[src/rtl/start_sequencer.sv]
// rtl/start_sequencer.sv - timer start-up sequencer: power-up, GOJ, run, alarm, standby and single-step control
module start_sequencer #(
    parameter int PWR_CYC  = 16,
    parameter int GOJ_MCT  = 2,
    parameter int ALGA_MCT = 1
) (
    input  logic       CLOCK,
    input  logic       RESET_,
    input  logic       T12,
    input  logic       ALARM,
    input  logic       CMD_VALID,
    input  logic [2:0] CMD_OP,
    output logic       CMD_READY,
    output logic       SBY,
    output logic       ALGA,
    output logic       MSTRTP,
    output logic       STRT1,
    output logic       STRT2,
    output logic       GOJ1,
    output logic       MSTP,
    output logic       ERR,
    output logic [2:0] STATE
);

    typedef enum logic [2:0] {
        S_PWRUP = 3'd0,
        S_GOJ   = 3'd1,
        S_RUN   = 3'd2,
        S_ALRM  = 3'd3,
        S_STBY  = 3'd4,
        S_STEP  = 3'd5,
        S_STEPW = 3'd6
    } state_t;

    localparam logic [2:0] OP_NOP       = 3'd0;
    localparam logic [2:0] OP_RESTART   = 3'd1;
    localparam logic [2:0] OP_SBY_ENTER = 3'd2;
    localparam logic [2:0] OP_SBY_EXIT  = 3'd3;
    localparam logic [2:0] OP_STEP_ON   = 3'd4;
    localparam logic [2:0] OP_STEP_OFF  = 3'd5;
    localparam logic [2:0] OP_STEP      = 3'd6;

    // Terminal counts: the transition fires on the cycle whose count equals N-1,
    // so the counter never exceeds 254 and cannot wrap.
    localparam logic [7:0] PWR_LAST  = 8'(PWR_CYC - 1);
    localparam logic [7:0] GOJ_LAST  = 8'(GOJ_MCT - 1);
    localparam logic [7:0] ALGA_LAST = 8'(ALGA_MCT - 1);

    state_t     state_q, state_d;
    logic [7:0] cnt_q, cnt_d;
    logic       t12_dly_q, t12_dly_d;
    logic       sby_q, sby_d;
    logic       alga_q, alga_d;
    logic       mstrtp_q, mstrtp_d;
    logic       strt1_q, strt1_d;
    logic       strt2_q, strt2_d;
    logic       goj1_q, goj1_d;
    logic       mstp_q, mstp_d;
    logic       err_q, err_d;
    logic       t12_edge;
    logic       cmd_acc;
    logic       restart;

    always_ff @(posedge CLOCK or negedge RESET_) begin
        if (!RESET_) begin
            state_q   <= S_PWRUP;
            cnt_q     <= 8'd0;
            t12_dly_q <= 1'b1;
            sby_q     <= 1'b0;
            alga_q    <= 1'b0;
            mstrtp_q  <= 1'b0;
            strt1_q   <= 1'b0;
            strt2_q   <= 1'b1;
            goj1_q    <= 1'b0;
            mstp_q    <= 1'b0;
            err_q     <= 1'b0;
        end else begin
            state_q   <= state_d;
            cnt_q     <= cnt_d;
            t12_dly_q <= t12_dly_d;
            sby_q     <= sby_d;
            alga_q    <= alga_d;
            mstrtp_q  <= mstrtp_d;
            strt1_q   <= strt1_d;
            strt2_q   <= strt2_d;
            goj1_q    <= goj1_d;
            mstp_q    <= mstp_d;
            err_q     <= err_d;
        end
    end

    always_comb begin
        state_d   = state_q;
        cnt_d     = cnt_q;
        err_d     = 1'b0;
        restart   = 1'b0;
        t12_dly_d = T12;
        t12_edge  = T12 & ~t12_dly_q;
        CMD_READY = (state_q == S_RUN) || (state_q == S_STBY) || (state_q == S_STEP);
        cmd_acc   = CMD_VALID & CMD_READY;

        case (state_q)
            S_PWRUP: begin
                if (cnt_q >= PWR_LAST) state_d = S_GOJ;
                else                   cnt_d   = cnt_q + 8'd1;
            end
            S_GOJ: begin
                if (t12_edge) begin
                    if (cnt_q >= GOJ_LAST) state_d = S_RUN;
                    else                   cnt_d   = cnt_q + 8'd1;
                end
            end
            S_ALRM: begin
                if (t12_edge) begin
                    if (cnt_q >= ALGA_LAST) state_d = S_GOJ;
                    else                    cnt_d   = cnt_q + 8'd1;
                end
            end
            // ALARM pre-empts any command accepted in the same cycle; that command is dropped silently.
            S_RUN: begin
                if (ALARM) begin
                    state_d = S_ALRM;
                end else if (cmd_acc) begin
                    case (CMD_OP)
                        OP_NOP:       ;
                        OP_RESTART:   begin state_d = S_GOJ; restart = 1'b1; end
                        OP_SBY_ENTER: state_d = S_STBY;
                        OP_STEP_ON:   state_d = S_STEP;
                        default:      err_d = 1'b1;
                    endcase
                end
            end
            S_STBY: begin
                if (cmd_acc) begin
                    case (CMD_OP)
                        OP_NOP:      ;
                        OP_SBY_EXIT: state_d = S_PWRUP;
                        default:     err_d = 1'b1;
                    endcase
                end
            end
            S_STEP: begin
                if (ALARM) begin
                    state_d = S_ALRM;
                end else if (cmd_acc) begin
                    case (CMD_OP)
                        OP_NOP:      ;
                        OP_STEP:     state_d = S_STEPW;
                        OP_STEP_OFF: state_d = S_RUN;
                        default:     err_d = 1'b1;
                    endcase
                end
            end
            S_STEPW: begin
                if (ALARM)         state_d = S_ALRM;
                else if (t12_edge) state_d = S_STEP;
            end
            default: state_d = S_PWRUP;
        endcase

        if (state_d != state_q) cnt_d = 8'd0;

        // Outputs are decoded from the next state so they are registered yet aligned with STATE.
        strt2_d  = (state_d == S_PWRUP);
        goj1_d   = (state_d == S_GOJ);
        strt1_d  = restart;
        alga_d   = (state_d == S_ALRM);
        sby_d    = (state_d == S_STBY);
        mstp_d   = (state_d == S_STEP) || (state_d == S_STEPW);
        mstrtp_d = (state_d == S_STEPW) && (state_q != S_STEPW);
    end

    assign SBY    = sby_q;
    assign ALGA   = alga_q;
    assign MSTRTP = mstrtp_q;
    assign STRT1  = strt1_q;
    assign STRT2  = strt2_q;
    assign GOJ1   = goj1_q;
    assign MSTP   = mstp_q;
    assign ERR    = err_q;
    assign STATE  = state_q;

endmodule

[config.mk]
export PLATFORM = sky130hd
export DESIGN_NAME = start_sequencer
export DESIGN_NICKNAME = d
export VERILOG_FILES = /design/src/rtl/start_sequencer.sv
export SDC_FILE = /design/constraint.sdc
export NUM_CORES = 1
export LEC_CHECK = 0
export BUFFER_PORTS_ARGS = -buffer_cell sky130_fd_sc_hd__buf_2
export CAP_MARGIN = 20
export CORE_UTILIZATION = 62
export CTS_BUF_LIST = sky130_fd_sc_hd__clkbuf_8
export DETAILED_ROUTE_END_ITERATION = 10
export PLACE_DENSITY = 0.91
export SETUP_SLACK_MARGIN = 0.05
export SLEW_MARGIN = 10
export SYNTH_ARGS = -nofsm -noshare
export SYNTH_HDL_FRONTEND = slang
export SYNTH_SLANG_ARGS = --single-unit
[constraint.sdc]
create_clock -name CLOCK -period 2.9 [get_ports CLOCK]
set_input_delay 0.435 -clock CLOCK [delete_from_list [all_inputs] [get_ports CLOCK]]
set_output_delay 0.435 -clock CLOCK [all_outputs]
set_load 0.02 [all_outputs]
=== After elaboration in Yosys (flattened, before gate mapping) ===
Cells that the tools add are included.

* Magnitude comparators: 3
* Reductions and logical operators: 12
* Equal/unequal tests: 24
* Muxes and demuxes: 36
* Add/sub/neg operators: 1
* Bitwise operators: 3

{| class="wikitable"
|+ Operator list
! cell !! count
|-
| two-way mux 8 bit || 6
|-
| two-way mux 3 bit || 13
|-
| == test 3 bit (second input constant) || 9
|-
| one-hot mux 8 bit (3 select lines) || 1
|-
| one-hot mux 3 bit (7 select lines) || 1
|-
| != test 3 bit (second input constant) || 6
|-
| >= comparator 8 x 1 -> 1 bit (second input constant) || 2
|-
| == test 3 x 2 -> 1 bit (second input constant) || 5
|-
| two-way mux 1 bit || 12
|-
| == test 3 x 1 -> 1 bit (second input constant) || 3
|-
| zero test 3 bit || 3
|-
| one-hot mux 3 bit (3 select lines) || 1
|-
| adder 8 x 1 -> 8 bit (second input constant) || 1
|-
| >= comparator 8 x 4 -> 1 bit (second input constant) || 1
|-
| one-hot mux 3 bit (2 select lines) || 1
|-
| AND reduction 6 bit || 1
|-
| nonzero test 4 bit || 1
|-
| OR reduction 4 bit || 1
|-
| logical OR 1 bit || 3
|-
| != test 3 bit || 1
|-
| one-hot mux 1 bit (3 select lines) || 1
|-
| OR reduction 3 bit || 1
|-
| AND 1 bit || 2
|-
| OR reduction 2 bit || 1
|-
| other kinds (2) || 2
|}

* Output and inout port bits: 12
* Input bits: 8
* Bits in registers: 20

=== Depth between registers and ports, before layout ===
Gate-level depths: netlist (run 1).

* Word-level depth: 10
* Depth in mapped cells: 8
* Gate-level depth less buffers: 8

=== Least setup slack after synthesis (run 1) ===
OpenSTA, ideal clock, no wires.

* Path type: reg-to-reg
* Start point: register cnt_q[0]
* End point: register cnt_q[0]
* Buffers on the path: 0
* Cell stages (with the launch flop): 8
* Required time: 2771 ps
* Library setup time: 129 ps
* Path slack: 944 ps
* Period minus slack after synthesis: 1956 ps
* Arrival: 1827 ps
* Cells stage by stage: dfrtp_1 -> ha_1 -> nor4b_2 -> a211oi_1 -> a221oi_2 -> nand3_2 -> o221ai_4 -> nor2_1

* Word-level cells in the longest chain between the ends: 7
* Elaborated cells on any way between the ends: 25
* Those cells by class: add/sub (1); order compare (3); eq/ne (6); mux (13); reduce/logical (2)

{| class="wikitable"
|+ Ends and longest elaborated chain
! what !! RTL line !! source
|-
| start, declared || 50 || <nowiki>logic [7:0] cnt_q, cnt_d;</nowiki>
|-
| start signal, assigned || 79 || <nowiki>cnt_q <= cnt_d;</nowiki>
|-
| >= comparator 8 x 1 -> 1 bit (on tied branches) || 115, 109 ||
|-
| two-way mux 3 bit (on tied branches) || 115, 109 ||
|-
| two-way mux 3 bit (on tied branches) || 114, 108 ||
|-
| one-hot mux 3 bit (7 select lines) (*) || 102 || <nowiki>case (state_q)</nowiki>
|-
| via state_d[1] || 49 || <nowiki>state_t state_q, state_d;</nowiki>
|-
| != test 3 bit (*) || 161 || <nowiki>if (state_d != state_q) cnt_d = 8'd0;</nowiki>
|-
| != test 3 bit (no source line) / nonzero test 4 bit (equally long branches) || - ||
|-
| AND reduction 6 bit (no source line) || - ||
|}

Mark *: on every way through the listed nets, which the timed path passes. The rest lies on a longest branch. The select of a mux whose other input is x is not followed.
A chain may end at the register's enable or synchronous reset.

=== Final worst setup path (run 1) ===
Same ends and word-level chain as after synthesis.

==> results.yml, run 1 <==
setup_path:
  r2r_start: "cnt_q[0]"
  worst-path-buf-inv: 0
  path_cells: "ha_1 -> nor4b_2 -> a211oi_1 -> a221oi_2 -> nand3_2 -> o221ai_4 -> nor2_1"
  crit_end: "cnt_q[0]"
  cp-startpoint: "cnt_q[0]"
  cp.depth: 7
  crit_path_start_kind: "register"
  r2r_slack_ns: 0.62
  arrival_ns: 2.41
  slowest_stage: "dfrtp_1"
  cpPeakStageDelay_ns: 0.44
  worst_r2r_endpoint: "cnt_q[0]"
  ff2ff_path_depth: 7
  required_ns: 3.03
  cp_max_fo: 8
  cp-end-kind: "register"
  critPathTopFamily: "compound AO/OA/AOI/OAI gates"
  critical_path_class: "register to register"
global_routing:
  grt_max_degree: 21
  overflow: 0
  antenna_found_initial: 0
  grt_pass1_vias: 888
  grt_use_total_pct: 26.1
  grt_pass1_wl_um: 3950
timing:
  period_share_pct: 78.6
  finalSetupViolCount: 0
  hold_ws_ns: 0.105
  rsz0062_at_grt: "false"
  hold_viol_final: 0
  worstMarginPinSlew_ns: 0.559
  setup_tns_ns: 0
  maxSlewViolCount: 0
  fin_skew_ns: 0.00570
  layout_min_cycle_time_ns: 2.28
  max_freq_mhz: 439
  slew-limit-headroom_pct: 62.5
run_status:
  status: "finished, final reports clean"
logic_synthesis:
  ys_types: 52
  netlist_instances: 126
  synth_area_leaders: "dfrtp_1 36%, dfstp_2 4.2%, nor2_1 4.2%"
  yosys_warnings: 0
  yosys.area.top_type: "dfrtp_1"
  synth_seq_area_share_pct: 40.6
  syn_area_mm2: 0.00124
  synth_edf_count: 0
  synthesis.nets: 137
  synth_seq_cells: 20
  synth_area_per_cell_um2: 9.84
  synth_ff_type: "dfrtp_1"
  synthArstFlopShare_pct: 100
  yosysTopAreaCellShare_pct: 36.3
floorplan:
  die_y_um: 46.7
  die_x_um: 46.7
  num_rows: 15
  start_util_pct: 68.8
  die-area_mm2: 0.00218
  ios: 20
  core_area_mm2: 0.00180
cts:
  cts_setup_buffers: 0
  h-tree-depth: 1
  clock_tree.root_cell: "clkbuf_8"
  cts.clk_slew.worst_paths_ns: 0.07
  cts_made_buffers: 3
  cts_tree: "yes"
  cts.sinks: 20
  hold_buffers: 0
  cts_resized: 0
  insertion_delay_ns: 0.26
  cts.path.max_buffers: 2
route:
  wirelength_um: 2440
  drt_first_iter_violations: 22
  wire_per_inst_um: 14.5
  viasPerCell: 5.87
  drc: 0
  drtAntennaViolNets: 0
  num_vias: 986
  first_pass_iters: 4
placement:
  routabilityCongestion: 0.902
  dp_hpwl_um: 1840
  postPlaceCellArea_mm2: 0.00133
  place.port_buffers: 19
run:
  maxCapViolations: 0
hold_path:
  hold_class: "input port to async pin"
final_layout:
  drive_gt1_share_pct: 25.9
  area_growth_pct: 13.1
  antenna_cells: 0
  nets: 155
  fin_area_mm2: 0.00140
  fill_cells: 123
power_and_ir_drop:
  power_leakage_nw: 0.639
  max-vdd-ir-drop_mv: 0.549
  p_per_area_mw_per_mm2: 861
  total_power_mw: 1.21
where the power goes:
part,internal [mW],leakage [nW],switching [mW]
Combinational,0.211,0.338,0.324
Sequential,0.337,0.266,0.0621
Clock,0.184,0.0357,0.0891
worst reg2reg max path, stage by stage (launching register included):
cell and delay (ns):
dfrtp_1 0.44, ha_1 0.24, nor4b_2 0.29, a211oi_1 0.19, a221oi_2 0.34, nand3_2 0.23
o221ai_4 0.33, nor2_1 0.10
registers in the layout, indices dropped and copies added (netlist names):
| name | count |
|---|---|
| cnt_q | 8 |
| ALGA | 1 |
| MSTP | 1 |
| MSTRTP | 1 |
| GOJ1 | 1 |
| t12_dly_q | 1 |
| ERR | 1 |
| STRT2 | 1 |
| STRT1 | 1 |
| SBY | 1 |
| STATE | 3 |
worst min-delay path by stage:
stage / from / endpoint / slack (ns)
after floorplan: RESET_ / ALGA / 0.14
after global placement: RESET_ / ERR / 0.39
after detailed placement: RESET_ / cnt_q[2] / 0.39
after CTS: RESET_ / cnt_q[4] / 0.11
after global routing: RESET_ / cnt_q[4] / 0.14
final: RESET_ / cnt_q[7] / 0.10
synth_stat cells (3+ instances only):
cell type and number:
a21oi_1 3, inv_1 11, nand3_1 6, nand2b_1 3, clkbuf_1 3, nand2_1 5, nor2_1 14, o21ai_0 4
xnor2_1 3, dfrtp_1 18, xor2_1 3, ha_1 3, nor2b_1 5
stage by stage:
stage	cells	utilization [%]	setup slack, ns
after floorplan	126	-	0.944
after global placement	164	73.9	0.782
after detailed placement	164	73.9	0.664
after CTS	168	77.8	0.643
after global routing	168	77.8	0.406
final	168	77.8	0.621
per-layer routing:
metal / vias to the layer above / share of wire, % / GRT usage [%]
met5: - / 0 / 0
met4: 0 / 1.5 / 12.0
met3: 4 / 2.7 / 5.49
met2: 19 / 52 / 43.3
met1: 483 / 44 / 32.4
li1: 480 / - / -
final cells by class:
cell class                 instances  area [µm²]  area share [%]
timing repair buffer              20         103            7.31
tap                               25        31.3            2.23
sequential                        20         503            35.9
inverter                          11        41.3            2.94
multi-input combinational         88         653            46.6
clock inverter                     1        30.0            2.14
clock buffer                       3        41.3            2.94
cell usage in the layout, fill, tap and decap left out, types with 2 or more instances in the layout:
| master | instances |
|---|---|
| nor3_1 | 2 |
| buf_2 | 19 |
| dfstp_2 | 2 |
| nor4b_2 | 2 |
| inv_1 | 11 |
| a311oi_1 | 2 |
| nand2b_1 | 3 |
| nor2b_1 | 5 |
| nor2_1 | 14 |
| o21ai_0 | 4 |
| a21oi_1 | 3 |
| dfrtp_1 | 18 |
| nand2_1 | 5 |
| nand3_1 | 6 |
| xnor2_1 | 3 |
| clkbuf_8 | 3 |
| ha_1 | 3 |
| xor2_1 | 3 |
| a31oi_1 | 2 |
cells by family after synthesis:
group | count (synthesis) | share of synthesized area [%]
AOI/OAI and AO/OA | 26 | 18.7
xor gates and xnor gates | 6 | 4.24
adders and majority gates | 4 | 3.83
buffers and inverters | 18 | 6.76
DFF | 20 | 40.6
muxes | 1 | 0.807
and+or+nand+nor | 51 | 25.1
(Power assumes the default switching activity.)
==> run 2: changes to the inputs <==
--- a/config.mk
+++ b/config.mk
@@ -7,10 +7,10 @@
 export LEC_CHECK = 0
 export BUFFER_PORTS_ARGS = -buffer_cell sky130_fd_sc_hd__buf_2
 export CAP_MARGIN = 20
-export CORE_UTILIZATION = 62
+export CORE_UTILIZATION = 58
 export CTS_BUF_LIST = sky130_fd_sc_hd__clkbuf_8
 export DETAILED_ROUTE_END_ITERATION = 10
-export PLACE_DENSITY = 0.91
+export PLACE_DENSITY = 0.87
 export SETUP_SLACK_MARGIN = 0.05
 export SLEW_MARGIN = 10
 export SYNTH_ARGS = -nofsm -noshare
==> constraint.sdc (replaced) <==
create_clock -name CLOCK -period 2.1 [get_ports CLOCK]
set_input_delay 0.315 -clock CLOCK [delete_from_list [all_inputs] [get_ports CLOCK]]
set_output_delay 0.315 -clock CLOCK [all_outputs]
set_load 0.02 [all_outputs]
==> results.yml, run 2 (synthesis results as in run 1) <==
final_layout:
  area_growth_pct: 21.7
  nets: 166
  drive_gt1_share_pct: 33.8
  antenna_cells: 0
  mostFrequentLayoutCell: "buf_2"
  final_core_util_pct: 76.1
  final_cells: 181
  largest-register: "cnt_q"
  largest_register_ffs: 8
  final_cell_mix: "19 x buf_2, 18 x dfrtp_1, 12 x nor2_1"
  fill_cells: 142
power_and_ir_drop:
  power_leakage_nw: 0.701
  max-vdd-ir-drop_mv: 0.762
  p_per_area_mw_per_mm2: 1160
timing:
  slew-limit-headroom_pct: 61.9
  maxSlewViolCount: 0
  setup_tns_ns: -0.00467
  finalWorstSetupSlack_ns: -0.00467
  layout_min_cycle_time_ns: 2.10
  worstMarginPinSlew_ns: 0.567
  hold_viol_final: 0
  max_freq_mhz: 475
  finalSetupViolCount: 1
  fin_skew_ns: 0.00490
  rsz0062_at_grt: "true"
  period_share_pct: 100
cts:
  cts.sinks: 20
  cts.clk_slew.worst_paths_ns: 0.07
  insertion_delay_ns: 0.26
  cts_tree: "yes"
  clock_tree.root_cell: "clkbuf_8"
  cts_made_buffers: 3
  cts.path.max_buffers: 2
  h-tree-depth: 1
global_routing:
  overflow: 0
  grt_pass1_wl_um: 4260
  grt_pass1_vias: 966
  grt_use_total_pct: 27.7
  antenna_found_initial: 0
  grt_max_degree: 21
setup_path:
  cp-end-kind: "register"
  worst_r2r_endpoint: "MSTP"
  arrival_ns: 2.26
  ff2ff_path_depth: 8
  r2r_start: "cnt_q[0]"
  r2r_slack_ns: -0.005
  slowest_stage: "dfrtp_1"
  cpPeakStageDelay_ns: 0.41
  path_cells: "ha_2 -> nor4b_4 -> a211oi_2 -> a221oi_2 -> nand3_2 -> buf_4 -> xnor2_1 -> and2_1"
  critPathTopFamily: "simple AND/OR/NAND/NOR gates"
  critical_path_class: "register to register"
  required_ns: 2.25
  cp_max_fo: 3
  worst-path-buf-inv: 1
  crit_path_start_kind: "register"
floorplan:
  die_y_um: 48.2
  core_area_mm2: 0.00198
  start_util_pct: 62.6
  die_x_um: 48.2
  ios: 20
  num_rows: 16
  die-area_mm2: 0.00233
hold_path:
  hold_class: "input port to register"
  min_to: "t12_dly_q"
  hp-start: "T12"
  min_path_cells: 1
run_status:
  status: "complete, but fails checks"
  violations: "setup timing"
placement:
  dp_hpwl_um: 1940
  place.port_buffers: 19
  place_ws_ns: -0.0620
  routabilityCongestion: 0.867
  place_inst: 173
route:
  wirelength_um: 2670
  num_vias: 1041
  wire_per_inst_um: 14.7
  drt_first_iter_violations: 11
  first_pass_iters: 4
  drtAntennaViolNets: 0
  viasPerCell: 5.75
  drc: 0
run:
  maxCapViolations: 0
==> run 2: changes by cell type in the layout (fill, tap and decap cells not counted), sizes merged <==
cell / delta
dlygate4sd3: +1
buf: +10
clkbuf: +1
bufinv: -1
==> run 2: worst max-delay path by stage <==
stage	cells after the start	startpoint	endpoint	slack [ns]
4_1_cts	7	cnt_q[0]	cnt_q[3]	0.05
3_3_place_gp	8	cnt_q[0]	MSTP	0.04
6_report	8	cnt_q[0]	MSTP	-0.005
5_1_grt	7	cnt_q[0]	cnt_q[3]	-0.08
3_5_place_dp	8	cnt_q[1]	cnt_q[3]	-0.06
2_1_floorplan	7	cnt_q[0]	cnt_q[0]	0.14
==> run 2: area by class of cell <==
cell class                      count  area [µm²]  area share, %
Inverter                           11        41.3           2.74
Sequential cell                    20         503           33.3
Timing Repair Buffer               31         188           12.4
Clock buffer                        4        55.1           3.65
Tap cell                           27        33.8           2.24
Multi-Input combinational cell     88         688           45.6
==> run 2: repair_timing <==
item / 4_1_cts / 5_1_grt
hold endpoints to repair: 11 / 0
pin swaps: 3 / 1
gates resized for setup: 2 / 5
buffers inserted: 2 / 1
hold buffers: 1 / 0
endpoints found under the setup margin: 12 / 15
==> run 2: per-layer routing <==
metal	wire, µm	up-vias	GRT usage [%]	part of all wire (%)
met3	99	9	5.19	3.7
met4	92	0	16.7	3.4
met1	1110	497	32.0	42
met5	0	-	0	0
met2	1360	32	47.2	51
li1	-	503	-	-
==> run 2: metrics by stage <==
| stage | power [mW] | instance area (µm²) | hold slack (ns) |
|---|---|---|---|
| 2_1_floorplan | 1.11 | 1240 | 0.0194 |
| 3_3_place_gp | 1.33 | 1390 | 0.265 |
| 3_5_place_dp | 1.36 | 1390 | 0.278 |
| 4_1_cts | 1.71 | 1480 | 0.162 |
| 5_1_grt | 1.88 | 1510 | 0.165 |
| 6_report | 1.75 | 1510 | 0.163 |
==> run 2: power by group <==
group	internal, mW	total [mW]	leakage [nW]	switching [mW]
combinational	0.417	0.942	0.407	0.525
clock	0.167	0.294	0.0288	0.126
sequential	0.466	0.513	0.266	0.0471
